<file path="config.mk">
export PLATFORM = sky130hd
export DESIGN_NAME = palette_lut_flat
export DESIGN_NICKNAME = d
export VERILOG_FILES = /design/src/rtl/palette_lut_if.sv /design/src/rtl/palette_lut.sv /design/src/flat_wrapper.sv
export SDC_FILE = /design/constraint.sdc
export NUM_CORES = 2
export LEC_CHECK = 0
export CORE_MARGIN = 5
export CORE_UTILIZATION = 30
export CTS_CLUSTER_SIZE = 20
export DETAILED_ROUTE_END_ITERATION = 16
export HOLD_SLACK_MARGIN = 0.06
export PLACE_DENSITY_LB_ADDON = 0.08
export REMOVE_ABC_BUFFERS = 1
export SLEW_MARGIN = 40
export SYNTH_ARGS = -nofsm -noshare
export SYNTH_HDL_FRONTEND = slang
export SYNTH_SLANG_ARGS = --single-unit
</file>
<file path="constraint.sdc">
create_clock -name clk -period 3.35 [get_ports clk]
set_clock_uncertainty 0.1 [all_clocks]
set_input_delay 0.335 -clock clk [delete_from_list [all_inputs] [get_ports clk]]
set_output_delay 0.335 -clock clk [all_outputs]
set_load 0.02 [all_outputs]
</file>
<file path="src/rtl/palette_lut_if.sv">
// -----------------------------------------------------------------------------
// palette_lut_if
// Bundles the pixel stream, the palette write port and the status flags of
// palette_lut into one interface.
//
// Parameters:
//   IDX_W    pixel index width (palette depth is 2**IDX_W)
//   COLOR_W  colour word width
//
// Signals (direction seen from the slave, i.e. the palette):
//   pix_valid  in   pixel index present this cycle
//   pix_index  in   palette index
//   pix_blank  in   blanking, forces output colour to 0
//   rgb_valid  out  pix_valid delayed by two cycles
//   rgb        out  looked-up colour
//   wr_en      in   palette write request
//   wr_addr    in   entry to write
//   wr_data    in   new entry value
//   wr_ready   out  write accepted when wr_en & wr_ready
//   init_busy  out  default-palette load in progress
//
// Modports: master (pixel source / host side), slave (palette_lut).
// -----------------------------------------------------------------------------
interface palette_lut_if #(
   parameter int IDX_W   = 8,
   parameter int COLOR_W = 8
);
   logic               pix_valid;
   logic [IDX_W-1:0]   pix_index;
   logic               pix_blank;
   logic               rgb_valid;
   logic [COLOR_W-1:0] rgb;
   logic               wr_en;
   logic [IDX_W-1:0]   wr_addr;
   logic [COLOR_W-1:0] wr_data;
   logic               wr_ready;
   logic               init_busy;

   modport master (
      output pix_valid, pix_index, pix_blank, wr_en, wr_addr, wr_data,
      input  rgb_valid, rgb, wr_ready, init_busy
   );

   modport slave (
      input  pix_valid, pix_index, pix_blank, wr_en, wr_addr, wr_data,
      output rgb_valid, rgb, wr_ready, init_busy
   );
endinterface

</file>
<file path="src/rtl/palette_lut.sv">
// -----------------------------------------------------------------------------
// palette_lut
// Run-time writable colour palette for the VGA pixel path. A pixel index is
// converted into a colour word through a two-stage pipeline:
//   S1 registers valid/index/blank, S2 reads the palette at the S1 index and
//   registers the colour into rgb (and valid into rgb_valid).
// The host can rewrite palette entries at any time once wr_ready is high; a
// write to the entry being read in the same cycle is forwarded (write-first).
//
// Optional feature, macro PALETTE_INIT_EN:
//   defined   -> after reset an INIT state sweeps all DEPTH entries, loading
//                entry i with i resized to COLOR_W bits, then enters RUN.
//   undefined -> no INIT state; the block is ready one cycle after reset
//                release and palette contents are undefined until written.
//
// Ports:
//   clk    in  pixel clock, all state on the rising edge
//   rst_n  in  asynchronous active-low reset (palette RAM is not cleared)
//   bus    palette_lut_if.slave (pixel stream, write port, status flags)
// -----------------------------------------------------------------------------
module palette_lut #(
   parameter int IDX_W   = 8,
   parameter int COLOR_W = 8
) (
   input  logic          clk,
   input  logic          rst_n,
   palette_lut_if.slave  bus
);

   localparam int DEPTH = 2 ** IDX_W;

`ifdef PALETTE_INIT_EN
   localparam logic INIT_BUSY_RST = 1'b1;
`else
   localparam logic INIT_BUSY_RST = 1'b0;
`endif

   // palette storage
   logic [COLOR_W-1:0] mem_q [DEPTH];

   // single RAM write port, shared by the init sweep and host writes
   logic               mem_we_s;
   logic [IDX_W-1:0]   mem_waddr_s;
   logic [COLOR_W-1:0] mem_wdata_s;

   // pixel pipeline
   logic               s1_valid_q, s1_valid_d;
   logic               s1_blank_q, s1_blank_d;
   logic [IDX_W-1:0]   s1_index_q, s1_index_d;
   logic               rgb_valid_q, rgb_valid_d;
   logic [COLOR_W-1:0] rgb_q, rgb_d;
   logic [COLOR_W-1:0] rd_data_s;
   logic               pix_run_s;

   // status flags, registered so they change on the same edge as the state
   logic               wr_ready_q, wr_ready_d;
   logic               init_busy_q, init_busy_d;

`ifdef PALETTE_INIT_EN
   typedef enum logic [0:0] {
      ST_INIT = 1'b0,
      ST_RUN  = 1'b1
   } state_e;

   localparam logic [IDX_W-1:0] INIT_LAST = {IDX_W{1'b1}};

   state_e           state_q, state_d;
   logic [IDX_W-1:0] init_addr_q, init_addr_d;

   // Default palette entry: index truncated or zero-extended to colour width.
   function automatic logic [COLOR_W-1:0] init_value(input logic [IDX_W-1:0] idx);
      return COLOR_W'(idx);
   endfunction

   // FSM state and init sweep counter
   always_ff @(posedge clk or negedge rst_n) begin
      if (!rst_n) begin
         state_q     <= ST_INIT;
         init_addr_q <= {IDX_W{1'b0}};
      end else begin
         state_q     <= state_d;
         init_addr_q <= init_addr_d;
      end
   end

   // FSM next state, sweep counter and next values of the status flags
   always_comb begin
      state_d     = state_q;
      init_addr_d = init_addr_q;
      case (state_q)
         ST_INIT: begin
            if (init_addr_q == INIT_LAST) begin
               state_d     = ST_RUN;
               init_addr_d = {IDX_W{1'b0}};
            end else begin
               init_addr_d = init_addr_q + {{(IDX_W-1){1'b0}}, 1'b1};
            end
         end
         ST_RUN: begin
            state_d = ST_RUN;
         end
         default: begin
            state_d     = ST_INIT;
            init_addr_d = {IDX_W{1'b0}};
         end
      endcase
      // flags follow the state being entered so wr_ready rises on the edge
      // that performs the last init write
      wr_ready_d  = (state_d == ST_RUN);
      init_busy_d = (state_d == ST_INIT);
   end

   // RAM write port: init sweep owns it during INIT, host afterwards
   always_comb begin
      mem_we_s    = 1'b0;
      mem_waddr_s = bus.wr_addr;
      mem_wdata_s = bus.wr_data;
      if (state_q == ST_INIT) begin
         mem_we_s    = 1'b1;
         mem_waddr_s = init_addr_q;
         mem_wdata_s = init_value(init_addr_q);
      end else begin
         mem_we_s    = bus.wr_en & wr_ready_q;
         mem_waddr_s = bus.wr_addr;
         mem_wdata_s = bus.wr_data;
      end
   end

   assign pix_run_s = (state_q == ST_RUN);
`else
   // status flags without an init phase: ready from the first edge
   always_comb begin
      wr_ready_d  = 1'b1;
      init_busy_d = 1'b0;
   end

   // RAM write port: host writes only
   always_comb begin
      mem_we_s    = bus.wr_en & wr_ready_q;
      mem_waddr_s = bus.wr_addr;
      mem_wdata_s = bus.wr_data;
   end

   assign pix_run_s = 1'b1;
`endif

   // palette RAM; intentionally has no reset so contents survive rst_n
   always_ff @(posedge clk) begin
      if (mem_we_s) begin
         mem_q[mem_waddr_s] <= mem_wdata_s;
      end
   end

   // pipeline next values: S1 capture, S2 read with write-first forwarding
   always_comb begin
      s1_valid_d  = bus.pix_valid;
      s1_blank_d  = bus.pix_blank;
      s1_index_d  = bus.pix_index;
      rgb_valid_d = s1_valid_q;
      rd_data_s   = mem_q[s1_index_q];
      rgb_d       = {COLOR_W{1'b0}};
      // wr_ready_q is only high in RUN, so no forwarding during INIT
      if (bus.wr_en && wr_ready_q && (bus.wr_addr == s1_index_q)) begin
         rd_data_s = bus.wr_data;
      end else begin
         rd_data_s = mem_q[s1_index_q];
      end
      if (s1_valid_q && !s1_blank_q && pix_run_s) begin
         rgb_d = rd_data_s;
      end else begin
         rgb_d = {COLOR_W{1'b0}};
      end
   end

   // pipeline and status registers
   always_ff @(posedge clk or negedge rst_n) begin
      if (!rst_n) begin
         s1_valid_q  <= 1'b0;
         s1_blank_q  <= 1'b0;
         s1_index_q  <= {IDX_W{1'b0}};
         rgb_valid_q <= 1'b0;
         rgb_q       <= {COLOR_W{1'b0}};
         wr_ready_q  <= 1'b0;
         init_busy_q <= INIT_BUSY_RST;
      end else begin
         s1_valid_q  <= s1_valid_d;
         s1_blank_q  <= s1_blank_d;
         s1_index_q  <= s1_index_d;
         rgb_valid_q <= rgb_valid_d;
         rgb_q       <= rgb_d;
         wr_ready_q  <= wr_ready_d;
         init_busy_q <= init_busy_d;
      end
   end

   assign bus.rgb       = rgb_q;
   assign bus.rgb_valid = rgb_valid_q;
   assign bus.wr_ready  = wr_ready_q;
   assign bus.init_busy = init_busy_q;

endmodule
</file>
<file path="src/flat_wrapper.sv">
// flat-port wrapper written by rule: the top's interface ports become plain ports
module palette_lut_flat 
#(
   parameter int IDX_W   = 8,
   parameter int COLOR_W = 8
)
  (clk, rst_n, bus_pix_valid, bus_pix_index, bus_pix_blank, bus_wr_en, bus_wr_addr, bus_wr_data, bus_rgb_valid, bus_rgb, bus_wr_ready, bus_init_busy);
  palette_lut_if #(.IDX_W(IDX_W), .COLOR_W(COLOR_W)) bus_i ();
  input  logic clk;
  input  logic rst_n;
  input wire logic [$bits(bus_i.pix_valid)-1:0] bus_pix_valid;
  input wire logic [$bits(bus_i.pix_index)-1:0] bus_pix_index;
  input wire logic [$bits(bus_i.pix_blank)-1:0] bus_pix_blank;
  input wire logic [$bits(bus_i.wr_en)-1:0] bus_wr_en;
  input wire logic [$bits(bus_i.wr_addr)-1:0] bus_wr_addr;
  input wire logic [$bits(bus_i.wr_data)-1:0] bus_wr_data;
  output wire logic [$bits(bus_i.rgb_valid)-1:0] bus_rgb_valid;
  output wire logic [$bits(bus_i.rgb)-1:0] bus_rgb;
  output wire logic [$bits(bus_i.wr_ready)-1:0] bus_wr_ready;
  output wire logic [$bits(bus_i.init_busy)-1:0] bus_init_busy;
  assign bus_i.pix_valid = bus_pix_valid;
  assign bus_i.pix_index = bus_pix_index;
  assign bus_i.pix_blank = bus_pix_blank;
  assign bus_i.wr_en = bus_wr_en;
  assign bus_i.wr_addr = bus_wr_addr;
  assign bus_i.wr_data = bus_wr_data;
  assign bus_rgb_valid = bus_i.rgb_valid;
  assign bus_rgb = bus_i.rgb;
  assign bus_wr_ready = bus_i.wr_ready;
  assign bus_init_busy = bus_i.init_busy;
  palette_lut #(.IDX_W(IDX_W), .COLOR_W(COLOR_W)) u_core (.clk(clk), .rst_n(rst_n), .bus(bus_i));
endmodule
</file>
==> results by group <==
Outcome
  • Status: complete, but fails checks
  • Failing checks: negative setup slack

Setup path
  • CP bufs+invs: 3
  • Critical Path AT: 4040 ps
  • Max stage delay cell, worst path: and2_2
  • Crit Path Category: reg2reg
  • CP Launch Type: flip-flop
  • Crit-path cells: buf_4 -> and2_2 -> a21oi_1 -> nand3_1 -> o21ai_0 -> buf_4 -> nor3_1 -> nand4_1 -> buf_12 -> o211ai_1
  • Crit Path Max Fanout: 11
  • CP max stage delay: 660 ps
  • CP top delay family: simple AND/OR/NAND/NOR gates
  • CP endpoint kind: flip-flop
  • CP dominant cell by count: buf_4
  • CP required: 4010 ps
  • FF-to-FF setup slack: -30 ps

Global route
  • Final global-route overflow total: 0
  • Vias in the first global route: 43409
  • Initial antenna violation count: 10
  • Largest net degree at the start of global routing: 104
  • Total GRT Usage: 0.1917
  • First-pass GRT wire length: 372200 µm

Power and ir drop
  • Logic pwr share: 0.057
  • Switching power of the nets: 12.52 mW
  • Power Dens Cells: 572.2 nW/µm²
  • Internal: 43.91 mW
  • Flop pwr share: 0.505
  • Switching part of the total: 0.2219
  • VDD IR max: 0.5158 mV
  • Part of the power in the clock network: 0.438
  • Leakage dissipation: 32.13 nW
  • PnR Total Power: 56.43 mW

Timing
  • Period utilization: 1.008
  • Post-route worst setup slack: -27.88 ps
  • Max-slew headroom: 0.3908
  • Final Setup Violations: 2
  • RSZ-0062 raised after global routing: yes
  • Least-Margin Pin Slew: 909.6 ps
  • Final Hold Fails: 0
  • F_max: 296.0 MHz
  • Post-route minimum period: 3378 ps
  • Slew Limit Fails: 0

Drt
  • Initial DRC Count: 3670
  • Met3 WL: 11410 µm
  • Routed length on met1: 124600 µm
  • Post-route DRC: 0
  • Via Count: 41965
  • Iteration count of the initial detailed-routing pass: 7
  • DR WL met2: 128100 µm
  • Vias/cell: 4.983
  • Final wirelength: 270700 µm
  • Uppermost routed layer: met4
  • Post-DRT Antenna Nets: 0
  • Wire per inst: 32.14 µm

Synthesis
  • Xor and xnor area share after synthesis: 0.0008681
  • Synth cell types: 70
  • Main combinational cell family by area after synthesis: multiplexers
  • Post-Synthesis Cells: 3886
  • Area leader, netlist: edfxtp_1
  • Simple-gate portion of the synthesized area: 0.03274
  • Main synth FF type: edfxtp_1
  • Synth top area cells: edfxtp_1 76%, mux4_2 12%, mux2i_1 2.5%
  • Yosys warning total: 0
  • Post-synthesis mux area share: 0.1515
  • Compound-Gate Fraction of Synth Area: 0.02657
  • Post-Synth Adder-Cell Area: 0
  • Mapped cell area: 80710 µm²
  • Yosys top cell area share: 0.7620
  • Avg Cell Area, Syn: 20.77 µm²
  • Ys async rst share: 0.009671
  • #FFs+latches synth: 2068
  • Post-synth EDFFs: 2048
  • Sequential area share after synthesis: 0.7682

Floorplanning
  • Core area: 267900 µm²
  • Die X-Extent: 528.7 µm
  • Die area: 279500 µm²
  • Row cnt: 190
  • Starting Density: 0.3012
  • IO Count: 40
  • Die height: 528.7 µm

Place
  • DP Cell Count: 7967
  • Port bufs: 38
  • Dpl hpwl: 180600 µm
  • Gpl congestion: 0.8080

CTS
  • Clock latency on the worst-skew pair: 860 ps
  • Clock tree sinks: 2068
  • Max clock buf depth: 3
  • CTS tree: built
  • Num CTS Buffers: 230
  • H-Tree Depth: 4
  • CTS clk-pin slew, worst paths: 60 ps
  • Root Buffer: clkbuf_16

Final layout
  • Nets: 4709
  • Share of cells above drive strength 1: 0.3183
  • Layout filler cell count: 24676
  • Area Overhead vs Synth: 22.20%
  • Post-route insts no fill: 8422

Job
  • Reported max-cap violation count: 0

Min path
  • Hold/Removal Path Class: in2reg
## final cells by class
class                   count  area, µm²  share of cell area
clock inverters           123       1212             0.01229
multi-input cells        1574      17330              0.1758
clock buffers             293       6086             0.06171
flip-flops and latches   2068      62020              0.6288
well taps                3552       4444             0.04506
inverters                   3      18.77           0.0001903
repair buffers            803       7497             0.07602
diodes                      6      15.01           0.0001522
## registers in the layout, indices dropped and copies added (netlist names)
name,count
u_core.bus.rgb,8
u_core.s1_blank_q,1
u_core.s1_index_q,8
u_core.rgb_valid_d,1
u_core.bus.wr_ready,1
u_core.bus.rgb_valid,1
u_core.mem_q,2048
## cell families (layout without fill, tap and decap cells)
group | after synthesis | count (layout)
other | 2 | 8
AOI/OAI and AO/OA | 310 | 310
xor gates and xnor gates | 8 | 8
and+or+nand+nor | 599 | 599
DFF | 2068 | 2068
muxes | 655 | 655
buffers and inverters | 244 | 1222
## power by group through the flow
stage          logic [mW]  registers, mW  clock network [mW]
3_5_place_dp         3.19           29.1                   0
4_1_cts              3.25           28.5                25.5
6_report             3.19           28.5                24.7
2_1_floorplan        2.02           29.3                   0
5_1_grt              3.36           28.5                26.5
3_3_place_gp         3.19           29.1                   0
## cell usage after synthesis, types with 3 or more instances
library cell	number
o21ai_1	3
mux2i_1	204
o22ai_1	72
a22oi_1	38
nand2b_1	6
o211ai_1	4
or3_1	4
a2111oi_0	9
a22o_1	3
nor4_1	20
o31ai_1	4
a211o_1	8
nor2b_1	12
nor3b_1	4
o32ai_1	3
nand2_1	109
nor2_1	307
buf_2	49
mux2_2	4
buf_1	13
buf_8	16
nand3_1	49
dfrtp_1	20
buf_6	30
and3_1	3
mux4_1	20
a21oi_1	31
a221oi_1	4
clkbuf_1	101
buf_12	9
and2_1	11
buf_4	23
o221ai_1	26
edfxtp_1	2048
a211oi_1	32
nor3_1	38
mux4_2	427
xor2_1	7
o21ai_0	42
nand4_1	20
a31oi_1	12
nand3b_1	3
## routing by layer
metal | global-route usage | vias up
li1 | - | 17781
met3 | 0.02790 | 280
met1 | 0.2748 | 22904
met4 | 0.04590 | 0
met2 | 0.3088 | 1000
met5 | 0 | -
## final timing paths
path | start | end | cells past startpoint
setup / recovery | u_core.s1_index_q[2] | u_core.bus.rgb[5] | 10
hold / removal | bus_pix_valid | u_core.rgb_valid_d | 2
setup reg to reg | u_core.s1_index_q[2] | u_core.bus.rgb[5] | 10
hold reg to reg | u_core.rgb_valid_d | u_core.bus.rgb_valid | 0
max in group asynchronous | rst_n | u_core.s1_index_q[0] | 4
min in group asynchronous | rst_n | u_core.bus.rgb_valid | 4
## timing repair
action                                  CTS  global route
setup buffers                             3             6
resized for setup                        22            19
hold endpoints to repair                679             0
gates cloned                              1             1
hold buffers                             21             0
pin swaps                                 3             8
endpoints found under the setup margin    8             8
## cell usage in the layout, fill, tap and decap left out, types with 10 or more instances in the layout
cell	synthesis	routed
clkdlybuf4s50_1	0	29
dfrtp_1	20	15
clkinv_1	1	51
mux4_1	20	20
clkinv_2	0	35
clkbuf_1	101	57
nand2_1	109	107
mux2i_1	204	202
mux4_2	427	427
edfxtp_1	2048	2048
nor4_1	20	15
and2_1	11	10
dlygate4sd3_1	0	20
o221ai_1	26	26
nor2b_1	12	10
a31oi_1	12	12
a22oi_1	38	36
nor3_1	38	33
a21oi_1	31	29
o22ai_1	72	70
bufinv_16	0	19
buf_12	9	91
o21ai_0	42	40
nand3_1	49	45
buf_4	23	645
nand4_1	20	20
a211oi_1	32	30
nor2_1	307	305
clkbuf_16	0	234
## per-stage QoR
step	hold slack (ps)	TNS, ps	instance area, µm²	setup slack [ps]	util
2_1_floorplan	-60.59	-166680	79100	-21040	-
3_3_place_gp	334.2	-4252	90700	-852.8	0.3386
3_5_place_dp	336.2	-3564	90720	-843.9	0.3386
4_1_cts	269.3	0	98400	0.1092	0.3673
5_1_grt	295.5	-10.30	98610	-10.30	0.3681
6_report	354.7	-41.21	98620	-27.88	0.3681
(Power assumes the default switching activity.)
